$ cat src/rtl/btn_debounce_pulse.sv
// Push-button conditioner: 2-FF synchronizer, stability counter and a 4-state FSM
// producing a debounced level plus single-cycle press/release strobes.
module btn_debounce_pulse #(
  parameter int STABLE_COUNT = 1_000_000,
  parameter int CNT_WIDTH    = 20
) (
  input  logic clk,
  input  logic reset,
  input  logic btn_in,
  output logic level,
  output logic press_pulse,
  output logic release_pulse
);

  typedef enum logic [1:0] {
    S_LOW       = 2'd0,
    S_RISE_WAIT = 2'd1,
    S_HIGH      = 2'd2,
    S_FALL_WAIT = 2'd3
  } state_t;

  localparam logic [CNT_WIDTH-1:0] CNT_MAX = CNT_WIDTH'(STABLE_COUNT - 1);
  localparam logic [CNT_WIDTH-1:0] CNT_ONE = CNT_WIDTH'(1);

  logic                 r_sync1;
  logic                 r_sync2;
  state_t               r_state;
  logic [CNT_WIDTH-1:0] r_cnt;
  logic                 r_level;
  logic                 r_press;
  logic                 r_release;

  // Two-flop synchronizer for the asynchronous button input
  always_ff @(posedge clk or posedge reset) begin
    if (reset) begin
      r_sync1 <= 1'b0;
      r_sync2 <= 1'b0;
    end else begin
      r_sync1 <= btn_in;
      r_sync2 <= r_sync1;
    end
  end

  // Debounce FSM; strobes default low and are raised only on an accepted change
  always_ff @(posedge clk or posedge reset) begin
    if (reset) begin
      r_state   <= S_LOW;
      r_cnt     <= '0;
      r_level   <= 1'b0;
      r_press   <= 1'b0;
      r_release <= 1'b0;
    end else begin
      r_press   <= 1'b0;
      r_release <= 1'b0;
      case (r_state)
        S_LOW: begin
          r_cnt <= '0;
          if (r_sync2) begin
            r_state <= S_RISE_WAIT;
          end else begin
            r_state <= S_LOW;
          end
        end
        S_RISE_WAIT: begin
          if (!r_sync2) begin
            r_state <= S_LOW;
            r_cnt   <= '0;
          end else if (r_cnt == CNT_MAX) begin
            r_state <= S_HIGH;
            r_level <= 1'b1;
            r_press <= 1'b1;
            r_cnt   <= '0;
          end else begin
            r_cnt <= r_cnt + CNT_ONE;
          end
        end
        S_HIGH: begin
          r_cnt <= '0;
          if (!r_sync2) begin
            r_state <= S_FALL_WAIT;
          end else begin
            r_state <= S_HIGH;
          end
        end
        S_FALL_WAIT: begin
          // A return to 1 cancels the release without any strobe
          if (r_sync2) begin
            r_state <= S_HIGH;
            r_cnt   <= '0;
          end else if (r_cnt == CNT_MAX) begin
            r_state   <= S_LOW;
            r_level   <= 1'b0;
            r_release <= 1'b1;
            r_cnt     <= '0;
          end else begin
            r_cnt <= r_cnt + CNT_ONE;
          end
        end
        default: begin
          r_state <= S_LOW;
          r_cnt   <= '0;
          r_level <= 1'b0;
        end
      endcase
    end
  end

  assign level         = r_level;
  assign press_pulse   = r_press;
  assign release_pulse = r_release;

endmodule
$ cat config.mk
export PLATFORM = sky130hd
export DESIGN_NAME = btn_debounce_pulse
export DESIGN_NICKNAME = d
export VERILOG_FILES = /design/src/rtl/btn_debounce_pulse.sv
export SDC_FILE = /design/constraint.sdc
export NUM_CORES = 1
export LEC_CHECK = 0
export BUFFER_PORTS_ARGS = -buffer_cell sky130_fd_sc_hd__clkbuf_2
export CORE_AREA = 2 2 54 56
export DETAILED_ROUTE_END_ITERATION = 8
export DIE_AREA = 0 0 56 58
export PLACE_DENSITY = 0.7
export SYNTH_ARGS = -nofsm -noshare
export SYNTH_HDL_FRONTEND = slang
export SYNTH_SLANG_ARGS = --single-unit
$ cat constraint.sdc
create_clock -name clk -period 3.3 [get_ports clk]
set_input_delay 0.165 -clock clk [delete_from_list [all_inputs] [get_ports clk]]
set_output_delay 0.165 -clock clk [all_outputs]
set_load 0.01 [all_outputs]
==> impl_results.md, run 1 <==
* Status: finished, final reports clean
* Max Freq at 487 MHz
* Postcts setup bufs at 0
* Mux share of post-synthesis cell area at 0
* Leakage at 0.553 nW
* Max_cap viols at 0
* Vias per inst at 5.43
* Die H at 58 µm
* FF+latch count, synth at 27
* WL final at 2.14 mm
* Placeable Area at between 2000 and 3000 µm²
* Yosys warning count at 0
* Non-Filler Instances at 163
* Fin crit period at 2.05 ns
* Mapped cell area at 1310 µm²
* Dominant cells by area after synthesis: dfrtp_1, xnor2_1, nor2_1
* Post-synth EDFFs at 0
* Placed Cells at 158
* Most frequent cells after synthesis: dfrtp_1, nor2_1, xnor2_1
* First-pass GRT wire length at 4.27 mm
* DIE WIDTH at 56 µm
* Gpl congestion at 0.775
* PwrDens at 352 nW/µm²
* RSZ-0062 raised after global routing: no
* Max-slew headroom at 0.358
* Layout cell share with drive strength beyond 1 at 0.129
* Worst-path clk slew at 0.14 ns
* Worst EP arrival at about 2.3 ns
* Clock root buffer: clkbuf_4
* 1st-iter DRT viols at 20
* Type of the tightest min-delay check: in2async
* Grt total ovfl at 0
* Worst skew pair latency at 0.33 ns
* Max clock buf depth at 2
* Final period util at 0.622
* Worst Clk Skew at 0.00444 ns
* Post-DRT Antenna Nets at 0
* Mapped Cells at 124
* Asr flop ratio synth at 1.00
* Pre-CTS setup slack at 1.27 ns
* Nets@finish at 137
* Final Hold Violating Endpoints at 0
* Synthesized Nets at 128
* Initial core utilization at 0.493
* DR vias at 885
* Final core utilization at 0.527
* Largest family of logic cells by synthesized area: simple AND/OR/NAND/NOR gates
* Placed Area at 1370 µm²
* CP Data Required Time at between 3 and 4 ns
* CP Class: reg2reg
* Mean Syn Cell Area at 10.6 µm²
* Fin area at 1400 µm²
* Yosys top cell area share at 0.515
* Row cnt at 19
* First-pass DRT Iterations at 4
* CTS tree: yes
* Final TNS setup at 0 ns
* DP HPWL at between 1.5 and 2 mm
* IO buf count at 5
* Crit end category: flop
* Worst setup slack after layout at between 1 and 1.5 ns
* Setup crit start: r_cnt[0]
* Layout area overhead at 6.96%
* ANT cells at 0
* Worst slew pin tran at between 0.9 and 1 ns
* Crit-path max FO at 19
* Max Slew Vio Count at 0
* Yosys cell types at 33
* Num CTS Buffers at 3
* Layout fillers at 244
* Fraction of the mapped netlist area in adder cells at 0.00953
* Post-synth top area cell: dfrtp_1
* Synth Area in XOR/XNOR at 0.0934
* Maximum vdd drop at 0.000308 V
* Commonest register cell after synthesis: dfrtp_1
* Die footprint at roughly 3200 µm²
* Reg2reg start: r_cnt[0]
* Sink Count at 27
* DR DRC count at 0
* GRT Total Usage at 0.166
* Total I/O pin count at 6
* Number of global-route vias before repair at 1001
* Largest net degree at the start of global routing at 28
* Top-count cell post-synth: dfrtp_1
* Sequential area share after synthesis at 0.515
* Post-CTS sizing at 0
* Deepest level of the CTS H-tree at 1
* Endpoints failing setup at 0
* Synth Area in Simple Gates at 0.285
* Initial antenna violation count at 0
* Synth Area in Compound Gates at 0.0696
* Wirelength per Cell at 13.1 µm
* Worst setup SP type: flop
## worst paths after layout
check | endpoint | slack [ns] | cells past startpoint
max | r_cnt[10] | 1.25 | 5
min | r_cnt[19] | 0.02 | 2
max reg2reg | r_cnt[10] | 1.25 | 5
min reg2reg | r_sync2 | 0.36 | 0
max in group asynchronous | r_cnt[12] | 2.71 | 2
min in group clk | r_sync2 | 0.36 | 0
## registers in the layout (all words and copies together) (netlist names), named ones only
name           cells
r_state            1
level              1
press_pulse        1
release_pulse      1
r_sync2            1
r_sync1            1
r_cnt             20
## where the power goes
group | internal, W | total [W] | switching (W)
logic | 0.00000370 | 0.0000156 | 0.0000119
registers | 0.000334 | 0.000337 | 0.00000312
clock network | 0.0000455 | 0.000142 | 0.0000964
total | 0.000383 | 0.000495 | 0.000111
## kinds of logic after synthesis
| logic type | count (synthesis) |
|---|---|
| buf+inv | 9 |
| flops | 27 |
| simple gates | 58 |
| compound gates | 15 |
| xor+xnor | 14 |
| fa+ha+maj | 1 |
## stage by stage
stage | hold WS [ns] | power (W)
after global placement | 0.275 | 0.000358
after global routing | 0.117 | 0.000515
after floorplan | 0.196 | 0.000355
after CTS | 0.0536 | 0.000500
after detailed placement | 0.275 | 0.000359
final | 0.0153 | 0.000495
## per-layer routing
metal	share of wire	global-route usage
met2	0.51	0.281
met4	0.0079	0.0612
met1	0.45	0.215
met5	0	0
met3	0.032	0.0313
## critical path: stages, from the launching register on
cell	delay (ns)
dfrtp_1	0.46
ha_1	0.23
nand3_2	0.18
nor4_1	0.38
a21o_1	0.54
nor2_1	0.13
## layout by cell type (no fill, tap or decap), types with 2 or more instances in the layout
cell       n
xor2_1     2
a21oi_1    5
o31ai_1    3
nor4_1     5
o21ai_0    4
nand3_1    5
clkbuf_4   3
or3_4      2
dfrtp_1   27
nand2_1    6
nor3_1     2
nor2_1    19
inv_1      7
or3_1      2
clkbuf_2   5
or4_1      3
nand3_4    2
xnor2_1   12
## area by class of cell
class                      count  area [µm²]  share of cell area
inverter                       7        26.3              0.0187
timing repair buffer           6        35.0              0.0250
clock inverter                 1        5.00             0.00357
tap                           31        38.8              0.0276
multi-input combinational     88         601               0.428
sequential                    27         676               0.481
clock buffer                   3        22.5              0.0160
## repair_timing
item	4_1_cts	5_1_grt
endpoints found under the setup margin	0	0
hold buffers	1	0
endpoints found under the hold margin	1	0
(Power assumes the default switching activity.)
==> run 2: changes to the inputs <==
--- a/config.mk
+++ b/config.mk
@@ -5,10 +5,11 @@
 export SDC_FILE = /design/constraint.sdc
 export NUM_CORES = 1
 export LEC_CHECK = 0
+export ABC_AREA = 1
 export BUFFER_PORTS_ARGS = -buffer_cell sky130_fd_sc_hd__clkbuf_2
-export CORE_AREA = 2 2 54 56
+export CORE_AREA = 2 2 57 59
 export DETAILED_ROUTE_END_ITERATION = 8
-export DIE_AREA = 0 0 56 58
+export DIE_AREA = 0 0 59 61
 export PLACE_DENSITY = 0.7
 export SYNTH_ARGS = -nofsm -noshare
 export SYNTH_HDL_FRONTEND = slang
==> constraint.sdc (replaced) <==
create_clock -name clk -period 1.98 [get_ports clk]
set_input_delay 0.099 -clock clk [delete_from_list [all_inputs] [get_ports clk]]
set_output_delay 0.099 -clock clk [all_outputs]
set_load 0.01 [all_outputs]
==> run 2 against run 1 <==
Fmax rose by 27%. Clock power rose by 75%. Non-clock buffer count rose by 2. Final area rose by 13%. Clock skew fell by 0.0016 ns. Setup slack got worse by 0.88 ns. First-iteration DRC count rose to 2.8 times the previous value. Area after synthesis rose by 12%. Cell count rose by 47%. Critical endpoint is now r_cnt[17].
==> impl_results.md, run 2 <==
* Status: finished, final reports clean
* Total I/O pin count at 6 (unchanged)
* Mean Syn Cell Area at 7.53 µm² (-29%)
* Final TNS setup at 0 ns (unchanged)
* Row cnt at 20 (+1)
* Layout cell share with drive strength beyond 1 at 0.130 (+0.00165)
* Largest net degree at the start of global routing at 28 (unchanged)
* Worst slew pin tran at 0.339 ns (-0.622 ns)
* Type of the tightest min-delay check: in2async
* First-pass GRT wire length at 4.88 mm (+14%)
* CTS tree: yes
* Largest register FFs at 20 (unchanged)
* Initial core utilization at 0.500 (+0.00705)
* Leakage at 0.727 nW (+31%)
* DP HPWL at 2.07 mm (+31%)
* Pint at 0.000645 W (+68%)
* Number of global-route vias before repair at 1133 (+13%)
* Pre-CTS setup slack at 0.388 ns (-0.879 ns)
* Clock share of power at 0.293 (+0.006)
* CP Class: reg2reg
* Fin crit period at 1.62 ns (-0.438 ns)
* First-pass DRT Iterations at 5 (+1)
* CP max stage delay at 0.44 ns (-0.10 ns)
* Final Hold Violating Endpoints at 0 (unchanged)
* Worst skew pair latency at 0.33 ns (about the same)
* Grt total ovfl at 0 (unchanged)
* Max-slew headroom at 0.774 (+0.415)
* Clock root buffer: clkbuf_4
* Commonest non-fill, non-tap cell in the layout: nand2_1
* Synthesized Nets at 200 (+56%)
* ANT cells at 0 (unchanged)
* Worst Clk Skew at 0.00279 ns (-0.00165 ns)
* Post-synth top area cell: dfrtp_1
* RSZ-0062 raised after global routing: no
* Crit-path max FO at 13 (-6)
* Asr flop ratio synth at 1.00 (unchanged)
* Die footprint at 3600 µm² (+11%)
* Worst setup slack after layout at 0.364 ns (-0.882 ns)
* Max Slew Vio Count at 0 (unchanged)
* Critical-path cell list: ha_1 > nand2_1 > inv_1 > a21oi_4 > inv_4 > nor2_1
* WL final at 2.73 mm (+27%)
* Dominant cells by area after synthesis: dfrtp_1, nand2_1, nor2_1
* Max_cap viols at 0 (unchanged)
* PwrDens at 533 nW/µm² (+51%)
* Yosys warning count at 0 (unchanged)
* DR DRC count at 0 (unchanged)
* Worst setup SP type: flop
* Post-CTS sizing at 0 (unchanged)
* Biggest register: r_cnt
* Net Sw Frac at 0.238 (+0.0130)
* Placeable Area at 2950 µm² (+11%)
* Endpoints failing setup at 0 (unchanged)
* Top-count cell post-synth: nand2_1
* Gate power share at 0.044 (+0.012)
* Sequential area share after synthesis at 0.458 (-0.0571)
* Maximum vdd drop at 0.000553 V (+79%)
* 1st-iter DRT viols at 56 (+180%)
* Final period util at 0.816 (+0.194)
* Final core utilization at 0.538 (+0.0109)
* Mapped cell area at 1480 µm² (+12%)
* Net Switching at 0.000202 W (+81%)
* Flop-to-flop setup slack at 0.36 ns (-0.88 ns)
* Wirelength per Cell at 11.4 µm (-14%)
* IO buf count at 5 (unchanged)
* Nets@finish at 212 (+55%)
* Mapped Cells at 196 (+58%)
* Most frequent cells after synthesis: nand2_1, nor2_1, dfrtp_1
* DR vias at 1174 (+33%)
* Max Freq at 619 MHz (+27%)
* Sequential share of power at 0.662 (-0.019)
* Max clock buf depth at 2 (unchanged)
* Yosys top cell area share at 0.458 (-0.0571)
* Most frequent cells in the layout: nand2_1, nor2_1, dfrtp_1, inv_1, nand3_1
* Gpl congestion at 0.873 (+13%)
* DIE WIDTH at 59 µm (+5.4%)
* Die H at 61 µm (+5.2%)
* Yosys cell types at 19 (-42%)
* Placed Cells at 234 (+48%)
* CP max stage cell: dfrtp_1
* CP Data Required Time at 2.26 ns (-1.24 ns)
* Post-synth EDFFs at 0 (unchanged)
* FF+latch count, synth at 27 (unchanged)
* Num CTS Buffers at 3 (unchanged)
* Initial antenna violation count at 0 (unchanged)
* Vias per inst at 4.89 (-9.9%)
* GRT Total Usage at 0.181 (+0.0153)
* Non-Filler Instances at 240 (+47%)
* Post-DRT Antenna Nets at 0 (unchanged)
* Worst EP arrival at 1.89 ns (-0.37 ns)
* Crit end category: flop
* Commonest register cell after synthesis: dfrtp_1
* Deepest level of the CTS H-tree at 1 (unchanged)
* Sink Count at 27 (unchanged)
* Worst-path clk slew at 0.15 ns (about the same)
* Layout area overhead at 7.63%
## run 2: cell count changes after synthesis, moves of 3 or more
cell	delta
nor2_2	+9
o31ai_1	-3
a21oi_1	-3
nor2_1	+23
nand3_1	+5
inv_1	+19
nand2_1	+45
or4_1	-3
xnor2_1	-7
nor4_1	-5
nor2_4	+3
xor2_1	+3
## run 2: per-stage QoR
stage	power [W]	area, µm²	hold slack, ns
3_3_place_gp	0.000604	1540	0.147
6_report	0.000847	1590	0.333
4_1_cts	0.000862	1590	0.321
2_1_floorplan	0.000598	1480	0.130
5_1_grt	0.000890	1590	0.337
3_5_place_dp	0.000607	1540	0.157
## run 2: area by class of cell
class                      instances  area [µm²]
sequential                        27         676
tap                               33        41.3
multi-input combinational        141         686
clock buffer                       3        22.5
clock inverter                     1        7.51
timing repair buffer               8        52.6
inverter                          27         104
fill                             286        1360
## run 2: worst paths after layout
path,end,cells past startpoint,start
max,r_cnt[17],6,r_cnt[0]
min,r_sync2,4,reset
max reg2reg,r_cnt[17],6,r_cnt[0]
min reg2reg,r_sync2,0,r_sync1
max in group asynchronous,r_cnt[12],4,reset
min in group clk,r_sync2,0,r_sync1
## run 2: metal layers
layer | global-route usage | vias to the layer above | wire (µm)
met2 | 0.316 | 23 | 1360
met5 | 0 | - | 0
met1 | 0.232 | 535 | 1260
li1 | - | 614 | -
met3 | 0.0384 | 2 | 93
met4 | 0.0422 | 0 | 10
## run 2: power by group through the flow
stage,Combinational [W],Sequential (W),Clock [W]
final,0.0000376,0.000561,0.000248
after global routing,0.0000433,0.000562,0.000285
after CTS,0.0000387,0.000561,0.000263
after detailed placement,0.0000356,0.000571,0
after global placement,0.0000337,0.000571,0
after floorplan,0.0000276,0.000570,0
## run 2: critical path: cells and delay by family (launching register included)
kind	cells	cell delay (ns)
AOI/OAI and AO/OA	1	0.30
adders and majority gates	1	0.25
buffers and inverters	2	0.27
and+or+nand+nor	2	0.30
DFF	1	0.44
## run 2: cell families (layout without fill, tap and decap cells)
kind of cell	after synthesis	in the layout	synth area share
flops	27	27	0.458
fa+ha+maj	1	1	0.00847
compound gates	5	5	0.0246
simple gates	125	125	0.372
buf+inv	28	39	0.0780
xor+xnor	10	10	0.0593
## run 2: timing repair
| item | 4_1_cts | 5_1_grt |
|---|---|---|
| hold endpoints to repair | 28 | 0 |
| buffers inserted | 0 | 0 |
| endpoints found under the setup margin | 0 | 0 |
| hold buffers | 2 | 0 |
